==> config.mk <==
export PLATFORM = sky130hd
export DESIGN_NAME = bist_engine_param
export DESIGN_NICKNAME = d
export VERILOG_FILES = /design/src/rtl/bist_engine_param.sv
export SDC_FILE = /design/constraint.sdc
export NUM_CORES = 1
export LEC_CHECK = 0
export ABC_AREA = 1
export ABC_CLOCK_PERIOD_IN_PS = 3800
export BUFFER_PORTS_ARGS = -buffer_cell sky130_fd_sc_hd__buf_2
export CELL_PAD_IN_SITES_DETAIL_PLACEMENT = 1
export CELL_PAD_IN_SITES_GLOBAL_PLACEMENT = 2
export CORE_MARGIN = 4
export CORE_UTILIZATION = 29
export CTS_CLUSTER_SIZE = 28
export DETAILED_ROUTE_END_ITERATION = 8
export GPL_ROUTABILITY_DRIVEN = 0
export PLACE_DENSITY_LB_ADDON = 0.1
export SYNTH_ARGS = -nofsm -noshare
export SYNTH_HDL_FRONTEND = slang
export SYNTH_SLANG_ARGS = --single-unit
==> constraint.sdc <==
create_clock -name clk_i -period 3.8 [get_ports clk_i]
set_input_delay 0.76 -clock clk_i [delete_from_list [all_inputs] [get_ports clk_i]]
set_output_delay 0.76 -clock clk_i [all_outputs]
set_load 0.02 [all_outputs]
==> src/rtl/bist_engine_param.sv <==
// bist_engine_param: parametrised built-in self-test engine.
//
// Sits between the functional input bus and the circuit under test (CUT). In test mode
// an LFSR drives the CUT inputs, CUT responses are compacted into a Galois MISR, and the
// final signature is compared against a golden value.
//
// Optional feature macro: BIST_ALL_ZERO_PATTERN_EN. When defined, RUN issues one extra
// all-zeros pattern after the LFSR patterns, so the session covers NUM_PAT+1 patterns.
//
// Ports:
//   clk_i            clock, rising edge
//   rst_i            synchronous active-high reset
//   testmode_i       1 = BIST mode, 0 = functional mode (dropping it aborts a session)
//   start_i          session request, honoured in IDLE/DONE only
//   func_in_i        functional CUT input
//   golden_i         expected signature, sampled in COMPARE
//   cut_resp_i       CUT response
//   cut_in_o         CUT input (pattern in test mode, func_in_i otherwise)
//   busy_o           high in RUN, FLUSH, COMPARE
//   done_o           high in DONE
//   pass_o           signature matched golden
//   fault_detected_o signature mismatched golden
//   signature_o      live MISR contents
//   pattern_idx_o    patterns issued this session
module bist_engine_param #(
  parameter int unsigned       PAT_W     = 3,
  parameter int unsigned       RESP_W    = 2,
  parameter int unsigned       SIG_W     = 4,
  parameter logic [PAT_W-1:0]  LFSR_TAPS = 3'b110,
  parameter logic [PAT_W-1:0]  LFSR_SEED = 3'b001,
  parameter logic [SIG_W-1:0]  MISR_POLY = 4'b0011,
  parameter int unsigned       RESP_LAT  = 0,
  parameter int unsigned       NUM_PAT   = 2**PAT_W - 1
) (
  input  logic              clk_i,
  input  logic              rst_i,
  input  logic              testmode_i,
  input  logic              start_i,
  input  logic [PAT_W-1:0]  func_in_i,
  input  logic [SIG_W-1:0]  golden_i,
  input  logic [RESP_W-1:0] cut_resp_i,
  output logic [PAT_W-1:0]  cut_in_o,
  output logic              busy_o,
  output logic              done_o,
  output logic              pass_o,
  output logic              fault_detected_o,
  output logic [SIG_W-1:0]  signature_o,
  output logic [PAT_W:0]    pattern_idx_o
);

  typedef enum logic [2:0] {StIdle, StRun, StFlush, StCompare, StDone} state_e;

`ifdef BIST_ALL_ZERO_PATTERN_EN
  localparam int unsigned SessLen = NUM_PAT + 1;
`else
  localparam int unsigned SessLen = NUM_PAT;
`endif
  localparam logic [PAT_W:0] LastIdx   = (PAT_W+1)'(SessLen - 1);
  localparam logic [PAT_W:0] ZeroIdx   = (PAT_W+1)'(NUM_PAT);
  localparam logic [PAT_W:0] IdxOne    = (PAT_W+1)'(1);
  localparam logic [2:0]     FlushLast = 3'(RESP_LAT - 1);

  state_e            state_q;
  logic [PAT_W-1:0]  lfsr_q;
  logic [SIG_W-1:0]  sig_q;
  logic [PAT_W:0]    pattern_idx_q;
  logic [2:0]        flush_cnt_q;
  logic              pass_q;
  logic              fault_q;
  logic              start_q;

  logic [PAT_W-1:0]  lfsr_next;
  logic [SIG_W-1:0]  misr_next;
  logic [SIG_W-1:0]  resp_ext;
  logic              issue;
  logic              last_issue;
  logic              zero_pat;
  logic              cap_en;

  always_comb begin
    resp_ext               = '0;
    resp_ext[RESP_W-1:0]   = cut_resp_i;
    lfsr_next  = {lfsr_q[PAT_W-2:0], ^(lfsr_q & LFSR_TAPS)};
    misr_next  = {sig_q[SIG_W-2:0], 1'b0} ^ (sig_q[SIG_W-1] ? MISR_POLY : '0) ^ resp_ext;
    issue      = (state_q == StRun);
    last_issue = issue && (pattern_idx_q == LastIdx);
`ifdef BIST_ALL_ZERO_PATTERN_EN
    zero_pat   = issue && (pattern_idx_q == ZeroIdx);
`else
    zero_pat   = 1'b0;
`endif
  end

  // Capture enable follows issue through the CUT latency so each response lands in the MISR
  // on the edge it becomes valid.
  generate
    if (RESP_LAT == 0) begin : g_no_lat
      assign cap_en = issue;
    end else begin : g_lat
      logic [RESP_LAT-1:0] cap_pipe_q;
      always_ff @(posedge clk_i) begin
        if (rst_i || !testmode_i) begin
          cap_pipe_q <= '0;
        end else begin
          cap_pipe_q[0] <= issue;
          for (int i = 1; i < int'(RESP_LAT); i++) begin
            cap_pipe_q[i] <= cap_pipe_q[i-1];
          end
        end
      end
      assign cap_en = cap_pipe_q[RESP_LAT-1];
    end
  endgenerate

  // start is registered, so a request sampled at edge k enters RUN at edge k+1.
  always_ff @(posedge clk_i) begin
    if (rst_i || !testmode_i) begin
      state_q       <= StIdle;
      lfsr_q        <= LFSR_SEED;
      sig_q         <= '0;
      pattern_idx_q <= '0;
      flush_cnt_q   <= '0;
      pass_q        <= 1'b0;
      fault_q       <= 1'b0;
      start_q       <= 1'b0;
    end else begin
      start_q <= start_i && ((state_q == StIdle) || (state_q == StDone));
      if (cap_en) begin
        sig_q <= misr_next;
      end
      unique case (state_q)
        StIdle: begin
          lfsr_q        <= LFSR_SEED;
          sig_q         <= '0;
          pattern_idx_q <= '0;
          if (start_q) begin
            state_q <= StRun;
            start_q <= 1'b0;
          end
        end
        StRun: begin
          if (!zero_pat) begin
            lfsr_q <= lfsr_next;
          end
          pattern_idx_q <= pattern_idx_q + IdxOne;
          flush_cnt_q   <= '0;
          if (last_issue) begin
            state_q <= (RESP_LAT > 0) ? StFlush : StCompare;
          end
        end
        StFlush: begin
          if (flush_cnt_q == FlushLast) begin
            state_q <= StCompare;
          end else begin
            flush_cnt_q <= flush_cnt_q + 3'd1;
          end
        end
        StCompare: begin
          pass_q  <= (sig_q == golden_i);
          fault_q <= (sig_q != golden_i);
          state_q <= StDone;
        end
        StDone: begin
          if (start_q) begin
            lfsr_q        <= LFSR_SEED;
            sig_q         <= '0;
            pattern_idx_q <= '0;
            pass_q        <= 1'b0;
            fault_q       <= 1'b0;
            start_q       <= 1'b0;
            state_q       <= StRun;
          end
        end
        default: state_q <= StIdle;
      endcase
    end
  end

  assign cut_in_o         = testmode_i ? (zero_pat ? '0 : lfsr_q) : func_in_i;
  assign busy_o           = (state_q == StRun) || (state_q == StFlush) || (state_q == StCompare);
  assign done_o           = (state_q == StDone);
  assign pass_o           = pass_q;
  assign fault_detected_o = fault_q;
  assign signature_o      = sig_q;
  assign pattern_idx_o    = pattern_idx_q;

endmodule
==> reports/metrics.cfg <==
[grt]
grt_usage = 0.128
grt_overflow_total = 0
grt_pass1_vias = 1053
grt_pass1_wl_um = 4530
grt_start_max_net_pins = 12
antenna_found_initial = 0

[floorplan]
rows = 21
dieArea_um2 = 4740
io_pins = 28
die_w_um = 68.9
coreArea_um2 = 3470
die_y_um = 68.9
start_util = 0.310

[synth]
yosys.area.top_type = dfxtp_1
ys_top_cells_by_area = dfxtp_1 (37%), nand2_1 (15%), inv_1 (8.0%), a21oi_1 (6.5%), nor2_1 (4.9%)
synth_fp_nets = 174
ys_seq_area_frac = 0.373
netlist.area_leader.share = 0.373
synth_cells = 157
yosysWarnings = 0
synth_cell_types = 22
avgSynthCellArea_um2 = 6.85
synth-seq-cells = 20
syn-cell-area_um2 = 1070

[layout]
diodes = 0
fin_cells = 232
utilization = 0.375
syn_to_final_growth_pct = 21.1
drive_gt1_frac = 0.237
nNetsFinal = 205

[clocking]
cts-root-buf = clkbuf_8
cts_buffers = 3
clock_sinks = 20
htreeDepth = 1
clkLatencyLatePin_ns = 0.26
ctsHoldBuffers = 0
cts_tree = yes
postCtsSetupBuffers = 0
path_clk_slew_ns = 0.07
cts_resized = 0
clockBufferDepth = 2

[sta]
fin_crit_ns = 2.12
max_slew_margin = 0.742
fmax_ghz = 0.471
setup_tns_ns = 0
skew_ns = 0.00306
setup_viol = 0
worst_pin_slew_ns = 0.386
period_share = 0.559
grt_setup_unrepaired = no
worst_slack_ns = 1.68
maxSlewViolCount = 0
hold_viol_final = 0

[worst_setup_path]
crit_fanout = 7
end_kind = primary output
path_class = in -> out
crit_buf_inv = 3
crit_chain = buf_2 > inv_1 > nand2_1 > o21ai_0 > buf_2
crit_slowest_cell = buf_2
cp.required_ns = 3.04
startpoint_type = input port
cp.arrival_ns = 1.36
slowest_delay_ns = 0.19
crit_family = buffers and inverters
path_common_cell = buf_2

[detailed_routing]
dr_total_vias = 1056
vias_per_cell = 4.55
final_antenna_net_count = 0
route.detailed.drc = 0
dr.first_iter.drc_count = 13
first_pass_iters = 4
wirelength_um = 2690
wl_per_cell_um = 11.6

[pwr]
peakVddDrop_uv = 188
leakage_nw = 0.634
powerDensity_nw_per_um2 = 294

[placement]
dp_cells = 229
place_ws_ns = 1.67
port_buffers = 27
hpwl_um = 2170

[run_status]
outcome = finished, final reports clean

[min_path]
hold_path.class = reg -> reg

[job]
cap_violations = 0

[per-layer routing]
metal  share of wire  wire, um  global-route usage  vias up
li1                -         -                   -      545
met1            0.44      1170               0.146      496
met2            0.52      1390               0.231       13
met3           0.039       104              0.0340        2
met4          0.0052        14              0.0365        0
met5               0         0                   0        -
[cell type report]
cell class	instances	area, um^2
fillers	472	2170
clock buffers	3	41.3
repair buffers	27	135
well taps	46	57.6
flip-flops and latches	20	400
multi-input cells	109	566
inverters	27	101
[logic make-up after synthesis]
kind of cell               count (synthesis)  synth area share
AOI/OAI and AO/OA                         24             0.118
buffers and inverters                     28             0.101
and+or+nand+nor                           77             0.329
adders and majority gates                  4            0.0466
xor gates and xnor gates                   4            0.0326
DFF                                       20             0.373
[synthesized netlist by cell type, drive strengths merged]
cell / n
nand2: 46
inv: 27
dfxtp: 20
nor2: 18
a21oi: 14
nand3: 11
o21ai: 9
ha: 4
xnor2: 3
a211oi: 1
buf: 1
nand4: 1
nor3: 1
xor2: 1
[state kept, by name, summed over array words and instances (netlist names)]
signal,cells
signature_o,4
fault_detected_o,1
flush_cnt_q,3
pattern_idx_o,4
lfsr_q,3
state_q,3
pass_o,1
start_q,1
[per-stage QoR]
stage	hold WS (ns)	power, mW	cell area, um^2
2_1_floorplan	0.432	0.237	1070
3_3_place_gp	0.449	0.249	1260
3_5_place_dp	0.459	0.251	1260
4_1_cts	0.470	0.392	1300
5_1_grt	0.503	0.408	1300
6_report	0.462	0.383	1300
[cells in the final DEF, fill, tap and decap left out, drive strengths merged]
cell	n
nand2	46
buf	27
inv	27
dfxtp	20
nor2	18
a21oi	14
nand3	11
o21ai	9
ha	4
xnor2	3
clkbuf	3
nand4	1
a211oi	1
xor2	1
nor3	1
[worst reg2reg max path, cell delays in order, from the launching register on]
cell and delay [ns]:
dfxtp_1 0.32, ha_1 0.20, ha_1 0.18, inv_1 0.05, nand2_1 0.05, nor2_2 0.24, nor2_2 0.10, nand2_1 0.07
a21oi_1 0.05
[path summary, 6_finish.rpt]
check | cells past startpoint | end | from | slack (ns)
setup / recovery | 5 | cut_in_o[1] | testmode_i | 1.68
setup reg to reg | 8 | flush_cnt_q[1]$_SDFFE_PP0P_ | flush_cnt_q[0]$_SDFFE_PP0P_ | 2.40
hold reg to reg | 1 | flush_cnt_q[0]$_SDFFE_PP0P_ | flush_cnt_q[0]$_SDFFE_PP0P_ | 0.46
hold / removal | 1 | flush_cnt_q[0]$_SDFFE_PP0P_ | flush_cnt_q[0]$_SDFFE_PP0P_ | 0.46
[where the power goes]
| part | switching [mW] | leakage, nW | internal, mW |
|---|---|---|---|
| logic | 0.0207 | 0.451 | 0.0123 |
| registers | 0.00134 | 0.161 | 0.211 |
| clock network | 0.0675 | 0.0216 | 0.0706 |
Power figures use the tool's default switching activity.
